File: src/rtl/lcdc_pkg.sv
// Shared types and sizing helpers for the 8080-style LCD controller.
package lcdc_pkg;

   typedef enum logic [2:0] {
      ST_RST,
      ST_IDLE,
      ST_SETUP,
      ST_STROBE,
      ST_HOLD
   } lcdc_state_e;

   // Command entry is {rd, rs, data}.
   function automatic int entry_width(input int dw);
      return dw + 2;
   endfunction

   // Counter holds (cycles - 1), so the widest phase needs clog2(max) bits, never fewer than 1.
   function automatic int cnt_width(input int a, input int b, input int c, input int d);
      int m;
      m = a;
      if (b > m) m = b;
      if (c > m) m = c;
      if (d > m) m = d;
      return (m < 2) ? 1 : $clog2(m);
   endfunction

endpackage

File: src/rtl/lcdc_cmd_fifo.sv
// Synchronous command FIFO with occupancy level; head is visible combinationally.
// Latency: an entry pushed on one edge is at the head after that edge.
// Backpressure: push_rdy is registered and drops while full; a pop while full reopens it a cycle later.
module lcdc_cmd_fifo #(
   parameter int WIDTH = 10,
   parameter int DEPTH = 16
) (
   input  logic                     clk,
   input  logic                     reset_n,
   input  logic                     push_vld,
   output logic                     push_rdy,
   input  logic [WIDTH-1:0]         push_dat,
   output logic                     head_vld,
   input  logic                     head_rdy,
   output logic [WIDTH-1:0]         head_dat,
   output logic [$clog2(DEPTH):0]   level
);

   localparam int AW = $clog2(DEPTH);
   localparam int LW = AW + 1;

   logic [WIDTH-1:0] mem [DEPTH];
   logic [AW-1:0]    wptr, rptr;
   logic [LW-1:0]    lvl_nxt;
   logic             do_push, do_pop;

   assign do_push  = push_vld && push_rdy;
   assign do_pop   = head_rdy && head_vld;
   assign head_vld = (level != '0);
   assign head_dat = mem[rptr];

   always_comb begin
      lvl_nxt = level;
      if (do_push && !do_pop)
         lvl_nxt = level + 1'b1;
      else if (!do_push && do_pop)
         lvl_nxt = level - 1'b1;
   end

   always_ff @(posedge clk or negedge reset_n) begin
      if (!reset_n) begin
         wptr     <= '0;
         rptr     <= '0;
         level    <= '0;
         push_rdy <= 1'b0;
      end else begin
         if (do_push) wptr <= wptr + 1'b1;
         if (do_pop)  rptr <= rptr + 1'b1;
         level    <= lvl_nxt;
         push_rdy <= (lvl_nxt != LW'(DEPTH));
      end
   end

   // Storage is not reset; pointers and level define what is valid.
   always_ff @(posedge clk) begin
      if (do_push) mem[wptr] <= push_dat;
   end

endmodule

File: src/rtl/lcdc_8080_fifo.sv
// 8080-style LCD bus master fed by a command FIFO, with panel reset pulse generation.
// Latency: strobe falls 1 + SETUP_CYC cycles after a push into an idle controller.
// Backpressure: in_ready follows FIFO fullness; reads return on rdata_valid with no stall.
module lcdc_8080_fifo
   import lcdc_pkg::*;
#(
   parameter int DATA_WIDTH = 8,
   parameter int FIFO_DEPTH = 16,
   parameter int SETUP_CYC  = 1,
   parameter int PULSE_CYC  = 2,
   parameter int HOLD_CYC   = 1,
   parameter int RST_CYC    = 1024
) (
   input  logic                          clk,
   input  logic                          reset_n,
   input  logic                          in_valid,
   output logic                          in_ready,
   input  logic                          in_rd,
   input  logic                          in_rs,
   input  logic [DATA_WIDTH-1:0]         in_data,
   output logic                          rdata_valid,
   output logic [DATA_WIDTH-1:0]         rdata,
   input  logic                          rst_req,
   output logic                          busy,
   output logic [$clog2(FIFO_DEPTH):0]   fifo_level,
   output logic                          lcdc_rst_n,
   output logic                          lcdc_cs_n,
   output logic                          lcdc_rs,
   output logic                          lcdc_wr_n,
   output logic                          lcdc_rd_n,
   output logic [DATA_WIDTH-1:0]         lcdc_d_out,
   output logic                          lcdc_d_oe,
   input  logic [DATA_WIDTH-1:0]         lcdc_d_in
);

   localparam int ENTRY_W = entry_width(DATA_WIDTH);
   localparam int CNT_W   = cnt_width(RST_CYC, SETUP_CYC, PULSE_CYC, HOLD_CYC);

   localparam logic [CNT_W-1:0] CNT_RST   = CNT_W'(RST_CYC - 1);
   localparam logic [CNT_W-1:0] CNT_SETUP = CNT_W'(SETUP_CYC - 1);
   localparam logic [CNT_W-1:0] CNT_PULSE = CNT_W'(PULSE_CYC - 1);
   localparam logic [CNT_W-1:0] CNT_HOLD  = CNT_W'(HOLD_CYC - 1);

   typedef struct packed {
      logic                  rd;
      logic                  rs;
      logic [DATA_WIDTH-1:0] data;
   } entry_t;

   entry_t           push_ent, head, txn;
   logic             head_vld, pop;
   lcdc_state_e      state, state_nxt;
   logic [CNT_W-1:0] cnt, cnt_nxt;

   assign push_ent = {in_rd, in_rs, in_data};

   lcdc_cmd_fifo #(
      .WIDTH (ENTRY_W),
      .DEPTH (FIFO_DEPTH)
   ) u_fifo (
      .clk      (clk),
      .reset_n  (reset_n),
      .push_vld (in_valid),
      .push_rdy (in_ready),
      .push_dat (push_ent),
      .head_vld (head_vld),
      .head_rdy (pop),
      .head_dat (head),
      .level    (fifo_level)
   );

   assign busy       = (state != ST_IDLE) || head_vld;
   assign lcdc_rs    = txn.rs;
   assign lcdc_d_out = txn.data;

   always_comb begin
      state_nxt = state;
      cnt_nxt   = cnt;
      pop       = 1'b0;
      case (state)
         ST_RST: begin
            if (cnt == '0) state_nxt = ST_IDLE;
            else           cnt_nxt   = cnt - 1'b1;
         end
         ST_IDLE: begin
            if (rst_req) begin
               state_nxt = ST_RST;
               cnt_nxt   = CNT_RST;
            end else if (head_vld) begin
               pop       = 1'b1;
               state_nxt = ST_SETUP;
               cnt_nxt   = CNT_SETUP;
            end
         end
         ST_SETUP: begin
            if (cnt == '0) begin
               state_nxt = ST_STROBE;
               cnt_nxt   = CNT_PULSE;
            end else begin
               cnt_nxt = cnt - 1'b1;
            end
         end
         ST_STROBE: begin
            if (cnt == '0) begin
               state_nxt = ST_HOLD;
               cnt_nxt   = CNT_HOLD;
            end else begin
               cnt_nxt = cnt - 1'b1;
            end
         end
         ST_HOLD: begin
            if (cnt != '0) begin
               cnt_nxt = cnt - 1'b1;
            end else if (rst_req) begin
               state_nxt = ST_RST;
               cnt_nxt   = CNT_RST;
            end else if (head_vld) begin
               // Back-to-back: chip select stays asserted into the next SETUP.
               pop       = 1'b1;
               state_nxt = ST_SETUP;
               cnt_nxt   = CNT_SETUP;
            end else begin
               state_nxt = ST_IDLE;
            end
         end
         default: begin
            state_nxt = ST_RST;
            cnt_nxt   = CNT_RST;
         end
      endcase
   end

   always_ff @(posedge clk or negedge reset_n) begin
      if (!reset_n) begin
         state       <= ST_RST;
         cnt         <= CNT_RST;
         txn         <= '0;
         lcdc_d_oe   <= 1'b0;
         rdata       <= '0;
         rdata_valid <= 1'b0;
         lcdc_rst_n  <= 1'b0;
         lcdc_cs_n   <= 1'b1;
         lcdc_wr_n   <= 1'b1;
         lcdc_rd_n   <= 1'b1;
      end else begin
         state       <= state_nxt;
         cnt         <= cnt_nxt;
         rdata_valid <= 1'b0;
         if (pop) begin
            txn.rd <= head.rd;
            txn.rs <= head.rs;
            if (!head.rd) txn.data <= head.data;
            lcdc_d_oe <= !head.rd;
         end else if (state_nxt == ST_IDLE || state_nxt == ST_RST) begin
            lcdc_d_oe <= 1'b0;
         end
         if (state == ST_STROBE && cnt == '0 && txn.rd) begin
            rdata       <= lcdc_d_in;
            rdata_valid <= 1'b1;
         end
         // Pins are registered from the next state so they switch glitch-free with it.
         lcdc_rst_n <= (state_nxt != ST_RST);
         lcdc_cs_n  <= !(state_nxt == ST_SETUP || state_nxt == ST_STROBE || state_nxt == ST_HOLD);
         lcdc_wr_n  <= !(state_nxt == ST_STROBE && !txn.rd);
         lcdc_rd_n  <= !(state_nxt == ST_STROBE && txn.rd);
      end
   end

endmodule
File: config.mk
export PLATFORM = sky130hd
export DESIGN_NAME = lcdc_8080_fifo
export DESIGN_NICKNAME = d
export VERILOG_FILES = /design/src/rtl/lcdc_pkg.sv /design/src/rtl/lcdc_cmd_fifo.sv /design/src/rtl/lcdc_8080_fifo.sv
export SDC_FILE = /design/constraint.sdc
export NUM_CORES = 1
export LEC_CHECK = 0
export BUFFER_PORTS_ARGS = -buffer_cell sky130_fd_sc_hd__buf_2
export CORE_MARGIN = 1
export CORE_UTILIZATION = 35
export DETAILED_ROUTE_END_ITERATION = 16
export PLACE_DENSITY = 0.55
export SKIP_LAST_GASP = 1
export SLEW_MARGIN = 20
export SYNTH_ARGS = -nofsm -noshare
export SYNTH_HDL_FRONTEND = slang
export SYNTH_SLANG_ARGS = --single-unit
File: constraint.sdc
create_clock -name clk -period 4.4 [get_ports clk]
set_input_delay 0.22 -clock clk [delete_from_list [all_inputs] [get_ports clk]]
set_output_delay 0.22 -clock clk [all_outputs]
set_load 0.05 [all_outputs]
# [Yosys cells after proc, flatten, opt, wreduce, memory -nomap -nowiden]
# Memory sizes are Yosys's and may differ from the RTL's.
# Index checks and enable logic that the tools add are counted.
[totals] register_bits=51 latch_bits=0 mem_bits_rw=160 rom_bits=0 in_bits=22 output_inout_bits=30 elab_cells=88 mem_count=1
[classes] addsub=5 multipliers=0 div=0 n_lt_le_gt_ge=0 eq_ne=11 n_shift=0 n_mux=27 n_bitwise=1 n_reduce_logical=27
[memory_table] name="u_fifo.mem" words=16 width=10 read_ports=1 rd_clocked_by_memory_dff=0 wr=1 line="lcdc_cmd_fifo.sv:22" text="logic [WIDTH-1:0] mem [DEPTH];"
[op_table] operator="10-bit two-way mux" n=6
[op_table] operator="10-bit one-hot mux with 5 select lines" n=1
[op_table] operator="3-bit two-way mux" n=6
[op_table] operator="3-bit one-hot mux with 5 select lines" n=1
[op_table] operator="3-bit by 2-bit equality test with 1-bit output (second input constant)" n=4
[op_table] operator="10-bit logical NOT" n=1
[op_table] operator="5-bit two-way mux" n=2
[op_table] operator="10-bit nonzero test" n=1
[op_table] operator="10-bit by 1-bit subtractor with 10-bit output (second input constant)" n=1
[op_table] operator="4-bit by 1-bit adder with 4-bit output (second input constant)" n=2
[op_table] operator="1-bit logical AND" n=8
[op_table] operator="1-bit two-way mux" n=8
[op_table] operator="1-bit logical NOT" n=7
[op_table] operator="3-bit by 1-bit equality test with 1-bit output (second input constant)" n=2
[op_table] operator="3-bit equality test (second input constant)" n=2
[op_table] operator="3-bit logical NOT" n=2
[op_table] operator="5-bit by 1-bit adder with 5-bit output (second input constant)" n=1
[op_table] operator="5-bit inequality test (second input constant)" n=1
[op_table] operator="5-bit nonzero test" n=1
[op_table] operator="5-bit by 1-bit subtractor with 5-bit output (second input constant)" n=1
[op_table] operator="1-bit logical OR" n=4
[op_table] operator="2-bit two-way mux" n=2
[op_table] operator="3-bit by 1-bit inequality test with 1-bit output (second input constant)" n=1
[op_table] operator="3-bit nonzero test" n=1
[op_table] operator="5 further kinds" n=5

# [Depth between registers and ports, before layout]
[depth] ltp_word=10 ltp_mapped=9 mapped_depth_nobuf=8

# [By module]
# Synthesis repeated with hierarchy kept, for this count alone.
[unflattened] hier_cells=509 hier_area_um2=8946.1
[by_module_without_submodules] mod="lcdc_cmd_fifo" instances=1 cells_each=313 area_each_um2=6882.9 seq_area_each_um2=5154.9
[by_module_without_submodules] mod="lcdc_8080_fifo" instances=1 cells_each=196 area_each_um2=2063.2 seq_area_each_um2=942.2

# [Worst setup path after synthesis]
# Ideal clock, no wire load.
[synth_timing] path_kind="reg-to-reg" startpoint="reg u_fifo.level[0]" endpoint="reg u_fifo.push_rdy" setup_time_ns=0.138 arrival_time_ns=2.574 required_ns=4.262 path_slack_ns=1.688 path_stages_with_launch=10 path_cell_list="dfrtp_1 inv_1 ha_1 nor4b_1 nor3_1 o21a_1 buf_6 mux2i_1 xor2_1 or4b_1"
[synth_between] elab_chain_cells=10 word_cells_on_any_way=14 classes_between="add/sub: 2; eq/ne: 1; mux: 6; reduce/logical: 5"
[synth_lines] element="start: declaration" line="lcdc_cmd_fifo.sv:16" text="output logic [$clog2(DEPTH):0] level"
[synth_lines] element="start signal: assignment" line="lcdc_cmd_fifo.sv:49" text="level <= lvl_nxt;"
[synth_lines] element="5-bit nonzero test" line="lcdc_cmd_fifo.sv:29" text="assign head_vld = (level != '0);"
[synth_lines] element="1-bit two-way mux" line="lcdc_8080_fifo.sv:89, lcdc_8080_fifo.sv:117"
[synth_lines] element="1-bit two-way mux" line="lcdc_8080_fifo.sv:114" text="end else if (rst_req) begin"
[synth_lines] element="1-bit two-way mux" line="lcdc_8080_fifo.sv:112" text="if (cnt != '0) begin"
[synth_lines] element="1-bit one-hot mux with 2 select lines" line="lcdc_8080_fifo.sv:80" text="case (state)"
[synth_lines] element="1-bit logical AND" line="lcdc_cmd_fifo.sv:28" text="assign do_pop = head_rdy && head_vld;"
[synth_lines] element="1-bit logical AND or 1-bit logical NOT (tied branches)" line="lcdc_cmd_fifo.sv:36, lcdc_cmd_fifo.sv:34"
[synth_lines] element="5-bit two-way mux or 1-bit logical AND (tied branches)" line="lcdc_cmd_fifo.sv:36, lcdc_cmd_fifo.sv:34"
[synth_lines] element="5-bit two-way mux (*)" line="lcdc_cmd_fifo.sv:34" text="if (do_push && !do_pop)"
[synth_lines] element="named net u_fifo.lvl_nxt[3]" line="lcdc_cmd_fifo.sv:24" text="logic [LW-1:0] lvl_nxt;"
[synth_lines] element="5-bit inequality test (*)" line="lcdc_cmd_fifo.sv:50" text="push_rdy <= (lvl_nxt != LW'(DEPTH));"
[synth_lines] element="end signal: assignment" line="lcdc_cmd_fifo.sv:50"
[synth_lines] element="end: declaration" line="lcdc_cmd_fifo.sv:11" text="output logic push_rdy,"
# Mark *: on every way through the listed nets, which the timed path passes. The rest lies on a longest branch.
# A chain may end at the register's enable or synchronous reset.

# [Final worst setup path]
[layout_timing] startpoint="reg cnt[0]" endpoint="reg u_fifo.push_rdy"
[layout_between] elab_chain_cells=8 word_cells_on_any_way=10 classes_between="eq/ne: 1; mux: 4; reduce/logical: 5"
[layout_lines] element="start: declaration" line="lcdc_8080_fifo.sv:53" text="logic [CNT_W-1:0] cnt, cnt_nxt;"
[layout_lines] element="start signal: assignment" line="lcdc_8080_fifo.sv:147" text="cnt <= cnt_nxt;"
[layout_lines] element="10-bit nonzero test (*)" line="lcdc_8080_fifo.sv:112"
[layout_lines] element="1-bit two-way mux (*)" line="lcdc_8080_fifo.sv:112"
[layout_lines] element="1-bit one-hot mux with 2 select lines (*)" line="lcdc_8080_fifo.sv:80"
[layout_lines] element="1-bit logical AND (*)" line="lcdc_cmd_fifo.sv:28"
[layout_lines] element="1-bit logical AND or 1-bit logical NOT (tied branches)" line="lcdc_cmd_fifo.sv:36, lcdc_cmd_fifo.sv:34"
[layout_lines] element="5-bit two-way mux or 1-bit logical AND (tied branches)" line="lcdc_cmd_fifo.sv:36, lcdc_cmd_fifo.sv:34"
[layout_lines] element="5-bit two-way mux (*)" line="lcdc_cmd_fifo.sv:34"
[layout_lines] element="named net u_fifo.lvl_nxt[3]" line="lcdc_cmd_fifo.sv:24"
[layout_lines] element="5-bit inequality test (*)" line="lcdc_cmd_fifo.sv:50"
# Marks and branches as above.

==> summary.md <==
| Metric | Value |
|---|---|
| Number of flops mapped to enable cells by yosys | `160` |
| Crit path capture type | `flop` |
| First-pass GRT wire length | `29300 um` |
| CTS tree | `done` |
| WL met3 | `1170 um` |
| Place WS | `1.51 ns` |
| Setup violators final | `0` |
| Total number of vias | `4624` |
| Starting Density | `0.361` |
| Root Driver | `clkbuf_16` |
| Adder-cell share of the synthesized area | `0.0127` |
| Most frequent cells in the layout | `edfxtp_1, buf_2, mux4_2` |
| Met2 wire len | `9190 um` |
| Most common library cell in the layout ignoring fill and taps | `edfxtp_1` |
| Rel. slew slack | `0.378` |
| Clock H-tree levels | `1` |
| Final Cycle Share | `0.658` |
| 1st-pass router iterations | `4` |
| Row cnt | `57` |
| Grt ovf | `0` |
| Crit Path Class | `flop to flop` |
| Final WL | `18800 um` |
| Overall power | `5340 uW` |
| End-of-flow core utilization | `0.421` |
| Detailed-route wire length on metal 1 | `8090 um` |
| Area after DPL | `9410 um^2` |
| Total global-route track usage | `0.149` |
| CTS sink cnt | `211` |
| Post-synthesis sequential area ratio | `0.689` |
| Largest family of logic cells by synthesized area | `multiplexers` |
| Initial DRC count | `426` |
| Final WS setup | `1.51 ns` |
| Largest buffer count on any clock path | `3` |
| Min Tclk post-route | `2.89 ns` |
| XOR/XNOR share of the synthesized area | `0.0148` |
| Final TNS setup | `0 ns` |
| Worst-Margin Slew | `0.933 ns` |
| Hold Vio Cnt, Final | `0` |
| Pleak | `0.00362 uW` |
| Status | `finished clean` |
| Top Metal Used | `met4` |
| Synth async-reset ratio | `0.242` |
| Reg2Reg Depth | `8` |
| Largest net degree at the start of global routing | `52` |
| Clk_lat worst skew | `0.51 ns` |
| Clock slew at reported path FFs | `0.06 ns` |
| Antenna violations before repair | `1` |
| Fraction of layout cells with a size suffix above 1 | `0.319` |
| Synth Register Bits | `211` |
| Post-route ant nets | `0` |
| Core area | `24500 um^2` |
| Fin area | `10300 um^2` |
| Final slew viol count | `0` |
| IO Port Bufs | `51` |
| Worst VDD drop | `0.268 mV` |
| Crit path required time | `4.79 ns` |
| RSZ-0062 raised after global routing | `no` |
| Main flop type after synthesis | `edfxtp_1` |
| Final nets | `600` |
| Hold Path Stages | `1` |
| Post-synthesis mux area share | `0.157` |
| Die Width | `161 um` |
| Final clock skew | `0.00768 ns` |
| Gpl congestion | `0.782` |
| Io pins | `52` |
| Worst Hold Class | `input port to flop` |
| Via density | `5.08` |
| Compound-cell area share of the yosys netlist | `0.0349` |
| CP max FO | `8` |
| Vias in the first global route | `4941` |
| Yosys Warn Count | `0` |
| DRC | `0` |
| Library cells used by synthesis | `53` |
| Max Freq | `0.346 GHz` |
| Die height | `161 um` |
| Cell count after synthesis | `507` |
| Synth-to-Final Area Change | `16.6%` |
| CTS Buf Count | `24` |
| Die area | `25900 um^2` |
| Mapped Avg Cell Area | `17.5 um^2` |
| Worst setup SP type | `flop` |
| Crit path DAT | `3.28 ns` |
| Area of the mapped netlist | `8850 um^2` |
| Max Cap Viol | `0` |
| Post-Syn Nets | `538` |
| Avg WL per Cell | `20.6 um` |
| Simple-gate portion of the synthesized area | `0.0708` |
| PD cells | `518 nW/um^2` |
| Detailed placer's ending HPWL | `11500 um` |
where the power goes:
| part | switching [uW] | internal [uW] | leakage [uW] |
|---|---|---|---|
| combinational | 474 | 272 | 0.00115 |
| sequential | 142 | 2400 | 0.00207 |
| clock | 783 | 1270 | 0.000396 |
flip-flops by register name (all words and copies together) (netlist names), 3 cells and up:
register      count
u_fifo.mem      160
cnt              10
lcdc_d_out        8
rdata             8
u_fifo.level      5
u_fifo.rptr       4
u_fifo.wptr       4
state             3
critical path: stages, from the launching register on:
cell     delay, ns
dfstp_2       0.39
inv_1         0.06
ha_1          0.20
or3b_2        0.55
nor4_4        0.29
o21a_1        0.41
mux2i_1       0.26
xor2_1        0.10
or4b_1        0.51
worst paths after layout:
check | start | endpoint | slack (ns)
min in group asynchronous | reset_n | rdata[4] | 0.36
hold reg to reg | txn[9] | lcdc_rd_n | 0.46
setup / recovery | cnt[0] | u_fifo.push_rdy | 1.51
max in group asynchronous | reset_n | u_fifo.rptr[0] | 3.56
setup reg to reg | cnt[0] | u_fifo.push_rdy | 1.51
hold / removal | in_data[4] | u_fifo.mem[7][4] | 0.08
cell families after synthesis:
group | Yosys count
AOI/OAI and AO/OA | 49
muxes | 74
buffers and inverters | 38
xor gates and xnor gates | 15
adders and majority gates | 9
DFF | 211
and+or+nand+nor | 111
synth_stat cells (4+ instances only):
master,instances,share of area
buf_4,8,0.0068
nand3_1,7,0.0040
clkbuf_1,14,0.0059
and2_1,13,0.0092
nand2b_1,5,0.0035
nor2b_1,6,0.0042
a21oi_1,12,0.0068
o21ai_0,14,0.0079
edfxtp_1,160,0.54
mux4_2,50,0.13
inv_1,8,0.0034
nand2_1,29,0.012
dfstp_2,13,0.039
dfrtp_1,38,0.11
o31ai_1,5,0.0042
xnor2_1,12,0.012
mux2i_1,6,0.0068
nor3_1,7,0.0040
or3_1,5,0.0035
nor2_1,13,0.0055
ha_1,9,0.013
mux2_2,18,0.023
o22ai_1,4,0.0028
and3_1,5,0.0035
buf_1,4,0.0017
timing repair:
action                                  CTS  global route
resized for setup                         0             0
endpoints found under the setup margin    0             0
hold buffers                              9             0
endpoints found under the hold margin    46             0
buffers inserted                          0             0
area by class of cell:
| cell class | instances | area (um^2) |
|---|---|---|
| fillers | 2195 | 14200 |
| inverters | 8 | 30.0 |
| diodes | 1 | 2.50 |
| multi-input cells | 258 | 2570 |
| flip-flops and latches | 211 | 6100 |
| clock buffers | 28 | 637 |
| repair buffers | 66 | 390 |
| well taps | 324 | 405 |
| clock inverters | 15 | 184 |
through the flow:
| step | cells | hold WS [ns] |
|---|---|---|
| 2_1_floorplan | 507 | -0.0756 |
| 3_3_place_gp | 858 | 0.376 |
| 3_5_place_dp | 858 | 0.396 |
| 4_1_cts | 910 | 0.0708 |
| 5_1_grt | 910 | 0.0862 |
| 6_report | 911 | 0.0773 |
per-layer routing:
metal	GRT usage	up-vias
li1	-	2108
met1	0.202	2386
met2	0.244	109
met3	0.0303	21
met4	0.0407	0
met5	0	-
(Power assumes the default switching activity.)
